===== config.mk =====
export PLATFORM = sky130hd
export DESIGN_NAME = div_ctrl
export DESIGN_NICKNAME = d
export VERILOG_FILES = /design/src/rtl/div_ctrl.sv
export SDC_FILE = /design/constraint.sdc
export NUM_CORES = 1
export LEC_CHECK = 0
export CAP_MARGIN = 20
export CORE_ASPECT_RATIO = 1.2
export CORE_UTILIZATION = 60
export CTS_BUF_LIST = sky130_fd_sc_hd__clkbuf_8
export CTS_CLUSTER_DIAMETER = 30
export DETAILED_ROUTE_END_ITERATION = 8
export DONT_BUFFER_PORTS = 1
export PLACE_DENSITY_LB_ADDON = 0.12
export SYNTH_ARGS = -nofsm -noshare
export SYNTH_HDL_FRONTEND = slang
export SYNTH_SLANG_ARGS = --single-unit
export TNS_END_PERCENT = 5

===== constraint.sdc =====
create_clock -name clk -period 5.2 [get_ports clk]
set_input_delay 1.3 -clock clk [delete_from_list [all_inputs] [get_ports clk]]
set_output_delay 1.3 -clock clk [all_outputs]
set_load 0.01 [all_outputs]

===== src/rtl/div_ctrl.sv =====
// div_ctrl: multi-cycle restoring divide sequencer for DIV/DIVU, result {remainder, quotient}.
// Define DIV_SIGNED_EN to honour signed_i (DIV); without it every operation is DIVU.
module div_ctrl #(
  parameter int WIDTH = 32,
  parameter int CNT_W = 6
) (
  input  logic               clk,
  input  logic               rst,
  input  logic               start_i,
  input  logic               annul_i,
  input  logic               signed_i,
  input  logic [WIDTH-1:0]   oprd1_i,
  input  logic [WIDTH-1:0]   oprd2_i,
  output logic [2*WIDTH-1:0] result_o,
  output logic               ready_o,
  output logic               stallreq_o
);

  localparam logic [1:0] S_IDLE    = 2'd0;
  localparam logic [1:0] S_DIVZERO = 2'd1;
  localparam logic [1:0] S_ON      = 2'd2;
  localparam logic [1:0] S_END     = 2'd3;
  localparam logic [CNT_W-1:0] CNT_LAST = CNT_W'(WIDTH - 1);

  logic [1:0]       r_state;
  logic [CNT_W-1:0] r_cnt;
  logic [2*WIDTH:0] r_work;
  logic [WIDTH-1:0] r_divisor;
  logic             r_neg_q;
  logic             r_neg_r;

  logic             w_signed_op;
  logic [WIDTH-1:0] w_mag1;
  logic [WIDTH-1:0] w_mag2;
  logic             w_ge;
  logic [WIDTH-1:0] w_sub;
  logic [2*WIDTH:0] w_work_nxt;
  logic [WIDTH-1:0] w_quo;
  logic [WIDTH-1:0] w_rem;

  function automatic logic [WIDTH-1:0] f_neg_if(input logic [WIDTH-1:0] v, input logic neg);
    f_neg_if = neg ? (~v + WIDTH'(1)) : v;
  endfunction

`ifdef DIV_SIGNED_EN
  assign w_signed_op = signed_i;
`else
  assign w_signed_op = 1'b0 & signed_i;
`endif

  assign w_mag1     = f_neg_if(oprd1_i, w_signed_op & oprd1_i[WIDTH-1]);
  assign w_mag2     = f_neg_if(oprd2_i, w_signed_op & oprd2_i[WIDTH-1]);
  assign stallreq_o = rst & start_i & ~ready_o & ~annul_i;

  // One restoring step: the partial remainder is WIDTH+1 bits wide, so it is
  // compared against the zero-extended divisor before the WIDTH-bit subtract.
  always_comb begin
    w_ge  = (r_work[2*WIDTH:WIDTH] >= {1'b0, r_divisor});
    w_sub = r_work[2*WIDTH-1:WIDTH] - r_divisor;
    if (w_ge) begin
      w_work_nxt = {w_sub, r_work[WIDTH-1:0], 1'b1};
    end else begin
      w_work_nxt = {r_work[2*WIDTH-1:0], 1'b0};
    end
    w_quo = f_neg_if(w_work_nxt[WIDTH-1:0], r_neg_q);
    w_rem = f_neg_if(w_work_nxt[2*WIDTH:WIDTH+1], r_neg_r);
  end

  // Sequencer FSM, working register and registered result/ready.
  always_ff @(posedge clk or negedge rst) begin
    if (!rst) begin
      r_state   <= S_IDLE;
      r_cnt     <= '0;
      r_work    <= '0;
      r_divisor <= '0;
      r_neg_q   <= 1'b0;
      r_neg_r   <= 1'b0;
      result_o  <= '0;
      ready_o   <= 1'b0;
    end else begin
      case (r_state)
        S_IDLE: begin
          if (start_i && !annul_i) begin
            r_work    <= {WIDTH'(0), w_mag1, 1'b0};
            r_divisor <= w_mag2;
            r_neg_q   <= w_signed_op & (oprd1_i[WIDTH-1] ^ oprd2_i[WIDTH-1]);
            r_neg_r   <= w_signed_op & oprd1_i[WIDTH-1];
            r_cnt     <= '0;
            r_state   <= (oprd2_i == '0) ? S_DIVZERO : S_ON;
          end else begin
            r_state <= S_IDLE;
          end
        end
        S_DIVZERO: begin
          if (annul_i) begin
            r_state <= S_IDLE;
          end else begin
            result_o <= '0;
            ready_o  <= 1'b1;
            r_state  <= S_END;
          end
        end
        S_ON: begin
          if (annul_i) begin
            r_state <= S_IDLE;
          end else begin
            r_work <= w_work_nxt;
            r_cnt  <= r_cnt + CNT_W'(1);
            if (r_cnt == CNT_LAST) begin
              result_o <= {w_rem, w_quo};
              ready_o  <= 1'b1;
              r_state  <= S_END;
            end else begin
              r_state <= S_ON;
            end
          end
        end
        S_END: begin
          if (annul_i || !start_i) begin
            result_o <= '0;
            ready_o  <= 1'b0;
            r_state  <= S_IDLE;
          end else begin
            r_state <= S_END;
          end
        end
        default: begin
          result_o <= '0;
          ready_o  <= 1'b0;
          r_state  <= S_IDLE;
        end
      endcase
    end
  end

endmodule


==> flow_metrics.tcl <==
set metrics [dict create \
    status "finished, final reports clean" \
    synth-seq-area-share 0.468 \
    synth_top_family_by_area "simple AND/OR/NAND/NOR gates" \
    synth_xor_area_frac 0.0260 \
    die_width_um 114 \
    synth_compound_area_frac 0.191 \
    first_global_vias 7168 \
    yosys.area_share.simple 0.192 \
    drtAntennaViolNets 0 \
    syn2layout_area_growth_pct 5.33 \
    period_minus_slack_ns 3.60 \
    drcViolationCount 0 \
    firstDrtPassIters 5 \
    syn-cell-area_mm2 0.00909 \
    initialDrtViolationCount 426 \
    core_area_mm2 0.0146 \
    fp.dieArea_mm2 0.0156 \
    rsz0062_at_grt "false" \
    die_h_um 137 \
    cts_tree "built" \
    grt_max_degree 172 \
    antenna_found_initial 0 \
    avgSynthCellArea_um2 8.89 \
    viasPerCell 6.14 \
    dp.cells 1165 \
    cts_buffers 17 \
    hold_depth 2 \
    fin_setup_tns_ns 0 \
    drt-total-wl_mm 22.6 \
    antenna_cells 0 \
    path_cells "ha_1 -> nand3_1 -> o21bai_1 -> a21oi_2 -> nor2_1 -> o41ai_4 -> o21a_1 -> buf_4 -> mux2i_1 -> o21ai_1" \
    htree_levels 4 \
    synthArstFlopShare 1.00 \
    final-hold-violation-count 0 \
    power_density_mw_per_mm2 521 \
    crit_path_start_kind "flop" \
    synth_top_area_frac 0.468 \
    end_kind "flop" \
    clk_path_buf_depth 2 \
    cp_max_fo 15 \
    critical_path_arrival_ns 3.90 \
    finalClockSkew_ns 0.0182 \
    layout-drive-gt1-share 0.0592 \
    syn-num-nets 1125 \
    vias 7351 \
    cts_root_buf "clkbuf_8" \
    synthMuxAreaShare 0.0244 \
    drv_slew 0 \
    cp_top_family "compound AO/OA/AOI/OAI gates" \
    hp-class "flop to flop" \
    fmax_ghz 0.278 \
    cts_sinks 170 \
    place_hpwl_mm 15.8 \
    worstSetupPathDepth 10 \
    synth_cell_types 62 \
    cap_violations 0 \
    syn_inst 1022 \
    yosysMostFrequentCell "nand2_1" \
    crit_type "flop to flop" \
    setup_viol 0 \
    synthAdderAreaFrac 0.0476 \
    max_slew_margin 0.288 \
    synth_top_cell_by_area "dfrtp_1" \
    ys.flop_type "dfrtp_1" \
    rows 48 \
    io_pins 135 \
    ys_ff_latch 170 \
    fin_crit_sh 0.692 \
    hold_buffers 0 \
    start_util 0.623 \
    leakagePower_nw 4.56 \
    cp.required_ns 5.50 \
    synth_common_cells "nand2_1, dfrtp_1, o21ai_0, inv_1, nand3_1" \
    reg2regPathDepth 10 \
    fin_nets 1087 \
    grt_pass1_wl_mm 36.5 \
    synth_edf_count 0 \
    cts_resized 0 \
    slowest_delay_ns 0.63 \
    cts_setup_buffers 0 \
    crit_buf_inv 1 \
    tightest_slew_ns 1.07 \
    clk_pin_slew_ns 0.10 \
    yosysWarnings 0 \
    cp_slowest_cell "o21a_1" \
    grt.overflow.total 0 \
    wl_per_cell_um 18.9 \
    vdd_drop_max_uv 227 \
    hold_ws_ns 0.495 \
    grt_use_total 0.306 \
    clk_latency_ns 0.47 \
    portBuffers 0 \
    layout.cells.non_filler 1197 \
    yosys-top-cells-area "dfrtp_1, nand2_1, ha_1" \
    place_congestion 0.924 \
]
-- per-layer routing --
metal  global-route usage  wire length (um)
met2                0.510             11100
met4                0.132               623
met3               0.0647              1320
met1                0.386              9610
met5                    0                 0
-- worst paths after layout --
kind	start	to	slack (ns)
setup / recovery	r_work[35]	r_work[41]	1.60
hold / removal	r_work[32]	r_work[32]	0.49
setup reg to reg	r_work[35]	r_work[41]	1.60
hold reg to reg	r_work[32]	r_work[32]	0.49
max in group asynchronous	rst	result_o[4]	4.38
min in group asynchronous	rst	r_divisor[12]	0.52
-- through the flow --
| step | utilization | area [um2] | setup WS [ns] | power (mW) |
|---|---|---|---|---|
| floorplan | - | 9090 | 2.10 | 3.54 |
| global placement | 0.626 | 9140 | 1.68 | 3.95 |
| detailed placement | 0.626 | 9140 | 1.66 | 3.98 |
| CTS | 0.656 | 9570 | 1.61 | 5.00 |
| global route | 0.656 | 9570 | 1.36 | 5.34 |
| finish | 0.656 | 9570 | 1.60 | 4.99 |
-- worst min-delay path: cells and delay by family (launching register included) --
kind             cells  cell delay, ns
AO/OA/AOI/OAI        1            0.06
flip-flops           1            0.36
AND/OR/NAND/NOR      1            0.05
-- cells by family (layout without fill, tap and decap cells) --
| logic type | count (synthesis) | after routing |
|---|---|---|
| flops | 170 | 170 |
| simple gates | 390 | 390 |
| xor+xnor | 27 | 27 |
| buf+inv | 109 | 84 |
| fa+ha+maj | 34 | 34 |
| compound gates | 270 | 270 |
| mux | 22 | 22 |
-- flip-flops by register name (all words and copies together) (netlist names) --
register   cells
r_state        2
ready_o        1
result_o      64
r_work        65
r_divisor     32
r_cnt          6
-- report_power, final --
group	switching (mW)	total [mW]	internal, mW
Sequential	0.185	1.72	1.54
Combinational	1.40	2.26	0.863
Clock	0.548	1.00	0.456
-- final cells by class --
type / instances / area [um2]
Sequential cell: 170 / 4250
Tap cell: 200 / 250
Timing Repair Buffer: 9 / 67.6
Clock inverter: 15 / 195
Clock buffer: 17 / 234
Inverter: 43 / 161
Fill cell: 1255 / 5020
Multi-Input combinational cell: 743 / 4410
-- cells in the final DEF, fill, tap and decap left out, drive strengths merged, types with 5 or more instances in the layout --
| cell | synthesis | routed |
|---|---|---|
| a21o | 16 | 16 |
| a21oi | 44 | 44 |
| a22o | 5 | 5 |
| a22oi | 33 | 33 |
| a31oi | 9 | 9 |
| a32oi | 9 | 9 |
| buf | 22 | 9 |
| clkbuf | 44 | 17 |
| dfrtp | 170 | 170 |
| ha | 33 | 33 |
| inv | 43 | 53 |
| mux2i | 21 | 21 |
| nand2 | 239 | 239 |
| nand2b | 8 | 8 |
| nand3 | 43 | 43 |
| nand4 | 22 | 22 |
| nor2 | 28 | 28 |
| nor3 | 8 | 8 |
| nor4 | 12 | 12 |
| o211ai | 11 | 11 |
| o21ai | 106 | 106 |
| o21bai | 9 | 9 |
| o31ai | 6 | 6 |
| or3 | 6 | 6 |
| xnor2 | 17 | 17 |
| xor2 | 10 | 10 |
Note: power is estimated with default switching activity, not from simulation.
